--- src/rtl/alu_sequencer_pkg.sv ---
//------------------------------------------------------------------------------
// alu_sequencer_pkg : opcodes, FSM encoding and helpers for the ALU sequencer
// Revision: 1.0
//------------------------------------------------------------------------------
`default_nettype none

package alu_sequencer_pkg;

  localparam int ALU_OP_W = 13;

  localparam logic [3:0] OP_AND   = 4'd0;
  localparam logic [3:0] OP_OR    = 4'd1;
  localparam logic [3:0] OP_ADD   = 4'd2;
  localparam logic [3:0] OP_SUB   = 4'd3;
  localparam logic [3:0] OP_MUL   = 4'd4;
  localparam logic [3:0] OP_DIV   = 4'd5;
  localparam logic [3:0] OP_SHR   = 4'd6;
  localparam logic [3:0] OP_SHL   = 4'd7;
  localparam logic [3:0] OP_ROR   = 4'd8;
  localparam logic [3:0] OP_ROL   = 4'd9;
  localparam logic [3:0] OP_NEG   = 4'd10;
  localparam logic [3:0] OP_NOT   = 4'd11;
  localparam logic [3:0] OP_INCPC = 4'd12;

  typedef enum logic [1:0] {
    ST_IDLE    = 2'd0,
    ST_EXEC    = 2'd1,
    ST_CAPTURE = 2'd2,
    ST_DONE    = 2'd3
  } state_t;

  function automatic logic is_legal(input logic [3:0] op);
    return op <= OP_INCPC;
  endfunction

  function automatic logic is_muldiv(input logic [3:0] op);
    return (op == OP_MUL) || (op == OP_DIV);
  endfunction

endpackage

`default_nettype wire

--- src/rtl/alu_op_decode.sv ---
//------------------------------------------------------------------------------
// alu_op_decode : opcode to one-hot ALU strobe; opcodes 13-15 decode to zero
// Revision: 1.0
//------------------------------------------------------------------------------
`default_nettype none

module alu_op_decode
  import alu_sequencer_pkg::*;
(
  input  logic [3:0]          opcode,
  output logic [ALU_OP_W-1:0] alu_op
);

  always_comb begin
    alu_op = '0;
    for (int i = 0; i < ALU_OP_W; i++) begin
      alu_op[i] = (opcode == 4'(i));
    end
  end

endmodule

`default_nettype wire

--- src/rtl/alu_sequencer.sv ---
//------------------------------------------------------------------------------
// alu_sequencer : latches operands, strobes one ALU op for a wait count,
//                 captures the 64-bit result and pulses done
// Revision: 1.0
//------------------------------------------------------------------------------
`default_nettype none

module alu_sequencer
  import alu_sequencer_pkg::*;
#(
  parameter int unsigned MULDIV_WAIT = 4,
  parameter int unsigned SIMPLE_WAIT = 1
) (
  input  logic                clk,
  input  logic                clr,
  input  logic                start,
  input  logic [3:0]          opcode,
  input  logic [31:0]         ra_data,
  input  logic [31:0]         rb_data,
  output logic [ALU_OP_W-1:0] alu_op,
  output logic [31:0]         alu_a,
  output logic [31:0]         alu_b,
  input  logic [63:0]         alu_c,
  output logic [31:0]         z_lo,
  output logic [31:0]         z_hi,
  output logic                busy,
  output logic                done,
  output logic                illegal
);

  // A zero wait would skip EXEC entirely, so it is clamped to one cycle
  localparam logic [15:0] c_muldiv_wait = 16'((MULDIV_WAIT == 0) ? 32'd1 : MULDIV_WAIT);
  localparam logic [15:0] c_simple_wait = 16'((SIMPLE_WAIT == 0) ? 32'd1 : SIMPLE_WAIT);

  state_t                r_state;
  state_t                w_state_nxt;
  logic [3:0]            r_opcode;
  logic [31:0]           r_alu_a;
  logic [31:0]           r_alu_b;
  logic [31:0]           r_z_lo;
  logic [31:0]           r_z_hi;
  logic [15:0]           r_cnt;
  logic                  r_illegal;
  logic [ALU_OP_W-1:0]   w_dec;

  alu_op_decode u_decode (
    .opcode (r_opcode),
    .alu_op (w_dec)
  );

  always_ff @(posedge clk or posedge clr) begin
    if (clr) r_state <= ST_IDLE;
    else     r_state <= w_state_nxt;
  end

  always_comb begin
    w_state_nxt = r_state;
    alu_op      = '0;
    busy        = (r_state != ST_IDLE);
    done        = (r_state == ST_DONE);
    illegal     = (r_state == ST_DONE) && r_illegal;
    case (r_state)
      ST_IDLE: begin
        if (start) w_state_nxt = is_legal(opcode) ? ST_EXEC : ST_DONE;
      end
      ST_EXEC: begin
        alu_op = w_dec;
        if (r_cnt <= 16'd1) w_state_nxt = ST_CAPTURE;
      end
      ST_CAPTURE: begin
        alu_op      = w_dec;
        w_state_nxt = ST_DONE;
      end
      ST_DONE: w_state_nxt = ST_IDLE;
      default: w_state_nxt = ST_IDLE;
    endcase
  end

  always_ff @(posedge clk or posedge clr) begin
    if (clr) begin
      r_opcode  <= '0;
      r_alu_a   <= '0;
      r_alu_b   <= '0;
      r_z_lo    <= '0;
      r_z_hi    <= '0;
      r_cnt     <= '0;
      r_illegal <= 1'b0;
    end else begin
      case (r_state)
        ST_IDLE: begin
          if (start) begin
            r_opcode  <= opcode;
            r_alu_a   <= ra_data;
            r_alu_b   <= rb_data;
            r_illegal <= !is_legal(opcode);
            if (!is_legal(opcode))     r_cnt <= '0;
            else if (is_muldiv(opcode)) r_cnt <= c_muldiv_wait;
            else                       r_cnt <= c_simple_wait;
          end
        end
        ST_EXEC: begin
          if (r_cnt != 16'd0) r_cnt <= r_cnt - 16'd1;
        end
        ST_CAPTURE: begin
          r_z_lo <= alu_c[31:0];
          r_z_hi <= alu_c[63:32];
        end
        default: ;
      endcase
    end
  end

  assign alu_a = r_alu_a;
  assign alu_b = r_alu_b;
  assign z_lo  = r_z_lo;
  assign z_hi  = r_z_hi;

endmodule

`default_nettype wire

--- config.mk ---
export PLATFORM = sky130hd
export DESIGN_NAME = alu_sequencer
export DESIGN_NICKNAME = d
export VERILOG_FILES = /design/src/rtl/alu_sequencer_pkg.sv /design/src/rtl/alu_op_decode.sv /design/src/rtl/alu_sequencer.sv
export SDC_FILE = /design/constraint.sdc
export NUM_CORES = 1
export LEC_CHECK = 0
export CAP_MARGIN = 5
export CORE_MARGIN = 3
export CORE_UTILIZATION = 35
export DETAILED_ROUTE_END_ITERATION = 6
export PLACE_DENSITY = 0.68
export SETUP_SLACK_MARGIN = 0.02
export SLEW_MARGIN = 20
export SYNTH_ARGS = -nofsm -noshare
export SYNTH_HDL_FRONTEND = slang
export SYNTH_HIERARCHICAL = 1
export SYNTH_SLANG_ARGS = --single-unit
--- constraint.sdc ---
create_clock -name clk -period 6.95 [get_ports clk]
set_input_delay 1.7375 -clock clk [delete_from_list [all_inputs] [get_ports clk]]
set_output_delay 1.7375 -clock clk [all_outputs]
set_load 0.01 [all_outputs]
==> results of run 1 <==
cell type report:
class / count / share of cell area, %
Sequential cell: 151 / 37.5
Clock inverter: 12 / 1.99
Clock buffer: 20 / 4.33
Multi-Input combinational cell: 260 / 25.2
Timing Repair Buffer: 280 / 27.7
Tap cell: 229 / 2.84
Inverter: 9 / 0.385
routing by layer:
metal / wire length, um / global-route usage, % / share of wire [%] / vias up
met1: 6670 / 20.0 / 38 / 2322
met2: 9030 / 30.9 / 52 / 177
met3: 1460 / 7.41 / 8.4 / 21
met4: 276 / 4.85 / 1.6 / 0
li1: - / - / - / 2161
met5: 0 / 0 / 0 / -
cell usage in the layout (no fill, tap or decap), types with 8 or more instances in the layout:
cell	count
nor2_1	8
mux2_2	134
dfrtp_1	151
inv_1	8
a21oi_1	8
nand2_1	10
clkdlybuf4s50_1	278
clkbuf_16	17
and2_1	14
final timing paths:
path	end	slack (ns)	cells after the start	start
setup / recovery	alu_op[8]	3.13	3	r_opcode[3]$_DFFE_PP0P_
hold / removal	r_illegal$_DFFE_PP0P_	0.50	2	r_illegal$_DFFE_PP0P_
setup reg to reg	r_cnt[0]$_DFFE_PP0P_	4.35	6	r_state[1]$_DFFE_PP0P_
hold reg to reg	r_illegal$_DFFE_PP0P_	0.50	2	r_illegal$_DFFE_PP0P_
max in group asynchronous	alu_a[0]$_DFFE_PP0P_	3.82	3	clr
min in group asynchronous	z_hi[17]$_DFFE_PP0P_	1.90	2	clr
worst max-delay path: stages, from the launching register on:
cell and delay (ns):
dfrtp_1 0.70, nor4b_4 0.28, and2_1 0.15, clkdlybuf4s50_1 0.53
through the flow:
step | instances | cell area (um2) | hold slack [ns]
finish | 961 | 10100 | 0.497
global route | 961 | 10100 | 0.521
CTS | 961 | 10100 | 0.495
detailed placement | 929 | 9450 | 0.480
global placement | 929 | 9450 | 0.465
floorplan | 442 | 6470 | 0.442
Yosys cell counts, drive strengths merged, types with 4 or more instances:
cell type / instances / share of area, %
nor4: 5 / 1.0
or3: 4 / 0.43
a21oi: 9 / 0.75
nor4b: 4 / 1.5
or4: 7 / 0.93
mux2i: 7 / 1.1
o21ai: 7 / 0.54
mux2: 134 / 23
nor2: 9 / 0.56
and4bb: 6 / 1.2
nand2b: 5 / 0.48
inv: 9 / 0.52
nand2: 11 / 0.64
dfrtp: 151 / 58
buf: 5 / 0.87
and2: 14 / 1.4
clkbuf: 17 / 0.99
ha: 8 / 1.5
power breakdown:
| part | switching, uW | total (uW) | internal (uW) |
|---|---|---|---|
| Combinational | 880 | 2210 | 1330 |
| Clock | 363 | 1000 | 638 |
| Sequential | 306 | 1620 | 1320 |
| Total | 1550 | 4840 | 3290 |
state kept, by name, summed over array words and instances, names as in the netlist:
signal	cells
r_state	2
z_lo	32
r_opcode	4
z_hi	32
alu_b	32
r_illegal	1
r_cnt	16
alu_a	32
kinds of logic after synthesis:
logic type                 share of synthesized area [%]
and+or+nand+nor                                     9.11
buffers and inverters                               2.38
DFF                                                 58.4
AOI/OAI and AO/OA                                   4.10
muxes                                               24.4
adders and majority gates                           1.55
==> run_results.csv, run 1 <==
group,metric,value,unit
worst_hold_path,worstHoldPathType,"register to register",
drt,wirelength,17400,um
finish,multi_input_area,2540,um2
sta,slew_headroom,34.3,%
drt,dr.pass1.iters,4,
global_route,grt.overflow.total,0,
run,maxCapViolCount,0,
sta,maxSlewViolCount,0,
finish,area_growth,55.9,%
critical_path,critPathMaxFanout,14,
global_route,grtUsageTotal,17.7,%
clock_tree,ctsHoldBuffers,0,
synthesis,yosys_warnings,6,
synthesis,seq_area_frac_synth,58.4,%
sta,finalCriticalPeriod,3.82,ns
sta,setup_viol,0,
global_route,grt_antenna_before_repair,0,
floorplanning,rows,49,
critical_path,crit_type,"register to output port",
power_and_ir_drop,leakage,0.00416,uW
synthesis,synth-edff-count,0,
power_and_ir_drop,ir_drop,0.220,mV
global_route,grt_pass1_vias,5245,
global_route,grt_max_degree,100,
clock_tree,cts_tree,"done",
clock_tree,post_cts.repair.setup_buffers,0,
finish,fillers,1498,
synthesis,syn_nets,585,
floorplanning,die_w,142,um
sta,tightest_slew,0.985,ns
finish,n_antenna_cell,0,
clock_tree,clkTransAtPathRegs,0.06,ns
floorplanning,ioPinCount,279,
finish,post-route-util,55.7,%
drt,route.detailed.drc,0,
critical_path,worstSetupEndpointType,"output port",
placement,place_ws,2.93,ns
drt,drt_iter0_drc,201,
power_and_ir_drop,power.total,4840,uW
drt,vias,4681,
synthesis,syn_inst,442,
sta,finalClockSkew,0.00713,ns
sta,fin_ws,3.13,ns
sta,hold_viol_final,0,
finish,seqCellArea,3780,um2
clock_tree,clk_latency,0.41,ns
floorplanning,dieArea,20100,um2
finish,nets,862,
clock_tree,htreeDepth,4,
floorplanning,die_y,142,um
critical_path,arrival,2.08,ns
drt,vias_per_cell,4.87,
power_and_ir_drop,power_density,480,nW/um2
drt,wl_per_cell,18.1,um
sta,tns,0,ns
synthesis,synth.avg_cell_area,14.6,um2
clock_tree,cts_root_buffer,"clkbuf_16",
clock_tree,cts_resized,0,
clock_tree,cts_made_buffers,17,
global_route,grt_pass1_wl,27900,um
floorplanning,core,18100,um2
synthesis,synth_cell_types,45,
placement,gp_congestion,0.792,
sta,grt_setup_unrepaired,"false",
outcome,outcome,"finished, final reports clean",
placement,portBuffers,278,
sta,fmax,262,MHz
floorplanning,start_util,35.8,%
clock_tree,cts_buffer_depth,2,
critical_path,start_kind,"register",
critical_path,crit_required,5.21,ns
synthesis,syn_area,6470,um2
drt,drtAntennaViolNets,0,
placement,dp_hpwl,12900,um
clock_tree,clock_sinks,151,
sta,post-route-period-util,55.0,%
synthesis,async_reset_ff_share,100,%
synthesis,synth_seq_cells,151,
finish,drive_above_1_share,25.4,%
synthesis,synth_flop_cell,"dfrtp_1",
Power figures use the tool's default switching activity.
==> run 2, diff against run 1 <==
Settings changed: PLACE_DENSITY 0.68 to 0.71.
Clock period 6.95 ns to 3.22 ns, I/O delays scaled along.
==> run 2 against run 1 <==
Against the previous run:
- total power is 110% higher
- first-iteration DRC count is 11% lower
- flip-flop and latch count stayed put
- via count is 0.38% higher
- global-route usage is 0.27 points lower
==> run_results.csv, run 2 (synthesis results as in run 1) <==
group,metric,value,unit
critical_path,worstSetupStartpoint,"r_state[0]$_DFFE_PP0P_",
finish,drive_above_1_share,25.6,%
placement,postPlaceCellArea,9500,um2
drt,vias_per_cell,4.88,
drt,drtAntennaViolNets,0,
sta,grt_setup_unrepaired,"false",
sta,setup_viol,0,
clock_tree,htreeDepth,4,
critical_path,path_cells,"inv_1 > ha_1 > and2_1 > clkdlybuf4s50_1",
clock_tree,clk_latency,0.42,ns
sta,finalClockSkew,0.00768,ns
placement,dp_hpwl,12800,um
critical_path,critical-path-slowest-cell,"clkdlybuf4s50_1",
global_route,grt_max_degree,82,
power_and_ir_drop,ir_drop,0.418,mV
critical_path,arrival,2.09,ns
clock_tree,ctsHoldBuffers,0,
sta,maxSlewViolCount,0,
critical_path,crit_required,2.41,ns
clock_tree,cts_tree,"done",
finish,multi_input_area,2540,um2
clock_tree,cts_buffer_depth,2,
drt,dr.pass1.iters,4,
sta,fmax,345,MHz
clock_tree,post_cts.repair.setup_buffers,0,
placement,gp_congestion,0.819,
critical_path,r2r_slack,0.61,ns
critical_path,start_kind,"register",
critical_path,cp-endpoint,"alu_op[4]",
floorplanning,core,18100,um2
global_route,grt_antenna_before_repair,0,
clock_tree,cts_made_buffers,17,
worst_hold_path,min_path_cells,2,
finish,final_common_cell,"clkdlybuf4s50_1",
floorplanning,die_w,142,um
sta,tightest_slew,0.881,ns
sta,post-route-period-util,90.1,%
clock_tree,cts_root_buffer,"clkbuf_16",
critical_path,crit_type,"register to output port",
drt,vias,4699,
global_route,grt_pass1_vias,5152,
placement,placed_cells,931,
global_route,grtUsageTotal,17.4,%
finish,fillers,1477,
sta,fin_ws,0.320,ns
drt,wirelength,17200,um
power_and_ir_drop,leakage,0.00415,uW
critical_path,r2r-start,"r_state[1]$_DFFE_PP0P_",
drt,route.detailed.drc,0,
critical_path,worstReg2RegEnd,"r_cnt[0]$_DFFE_PP0P_",
finish,layout_common_cells,"278 x clkdlybuf4s50_1, 151 x dfrtp_1, 134 x mux2_2",
worst_hold_path,worstHoldPathType,"register to register",
drt,drt_iter0_drc,179,
outcome,outcome,"finished, final reports clean",
sta,tns,0,ns
run,maxCapViolCount,0,
critical_path,r2r_cells,6,
finish,n_antenna_cell,0,
clock_tree,clock_sinks,151,
sta,finalCriticalPeriod,2.90,ns
floorplanning,rows,49,
power_and_ir_drop,power_density,1020,nW/um2
floorplanning,die_y,142,um
clock_tree,cts_resized,0,
global_route,grt_pass1_wl,27600,um
finish,area_growth,56.1,%
critical_path,worstSetupEndpointType,"output port",
finish,nets,864,
floorplanning,dieArea,20100,um2
floorplanning,start_util,35.8,%
sta,slew_headroom,41.3,%
critical_path,critPathMaxFanout,14,
clock_tree,clkTransAtPathRegs,0.06,ns
global_route,grt.overflow.total,0,
drt,wl_per_cell,17.9,um
finish,seqCellArea,3780,um2
sta,hold_viol_final,0,
finish,layout.cells.non_filler,963,
placement,place_ws,0.487,ns
critical_path,cp_slowest_stage_delay,0.54,ns
placement,portBuffers,278,
finish,final_area,10100,um2
floorplanning,ioPinCount,279,
-- run 2: critical path, delay by kind of cell (launching register included) --
kind / cells / cell delay, ns
buffers and inverters: 2 / 0.65
adders and majority gates: 1 / 0.47
DFF: 1 / 0.38
and+or+nand+nor: 1 / 0.19
-- run 2: through the flow --
step	util [%]	hold slack [ns]	total power (uW)
after global placement	52.5	0.460	8190
after CTS	55.8	0.485	10400
final	55.8	0.477	10300
after floorplan	-	0.442	5890
after detailed placement	52.5	0.472	8360
after global routing	55.8	0.508	10900
-- run 2: worst min-delay path by stage --
stage | startpoint | to | slack [ns]
final | r_illegal$_DFFE_PP0P_ | r_illegal$_DFFE_PP0P_ | 0.48
after floorplan | r_illegal$_DFFE_PP0P_ | r_illegal$_DFFE_PP0P_ | 0.44
after detailed placement | r_illegal$_DFFE_PP0P_ | r_illegal$_DFFE_PP0P_ | 0.47
after global routing | r_illegal$_DFFE_PP0P_ | r_illegal$_DFFE_PP0P_ | 0.51
after global placement | r_illegal$_DFFE_PP0P_ | r_illegal$_DFFE_PP0P_ | 0.46
after CTS | r_illegal$_DFFE_PP0P_ | r_illegal$_DFFE_PP0P_ | 0.49
-- run 2: power breakdown --
part / switching, uW / internal, uW / leakage [uW]
clock network: 777 / 1240 / 0.000284
registers: 653 / 2850 / 0.00180
logic: 1900 / 2890 / 0.00207
total: 3330 / 6980 / 0.00415
-- run 2: area by class of cell --
cell class | instances | share of cell area [%]
Sequential cell | 151 | 37.4
Timing Repair Buffer | 282 | 28.2
Multi-Input combinational cell | 260 | 25.2
Clock buffer | 21 | 4.46
Tap cell | 229 | 2.84
Clock inverter | 11 | 1.47
Inverter | 9 | 0.372
-- run 2: routing by layer --
metal  vias to the layer above  GRT usage, %  share of wire [%]
met1                      2327          19.0                 36
met3                        24          6.47                8.2
li1                       2159             -                  -
met2                       189          31.2                 54
met4                         0          6.06                2.0
met5                         -             0                  0
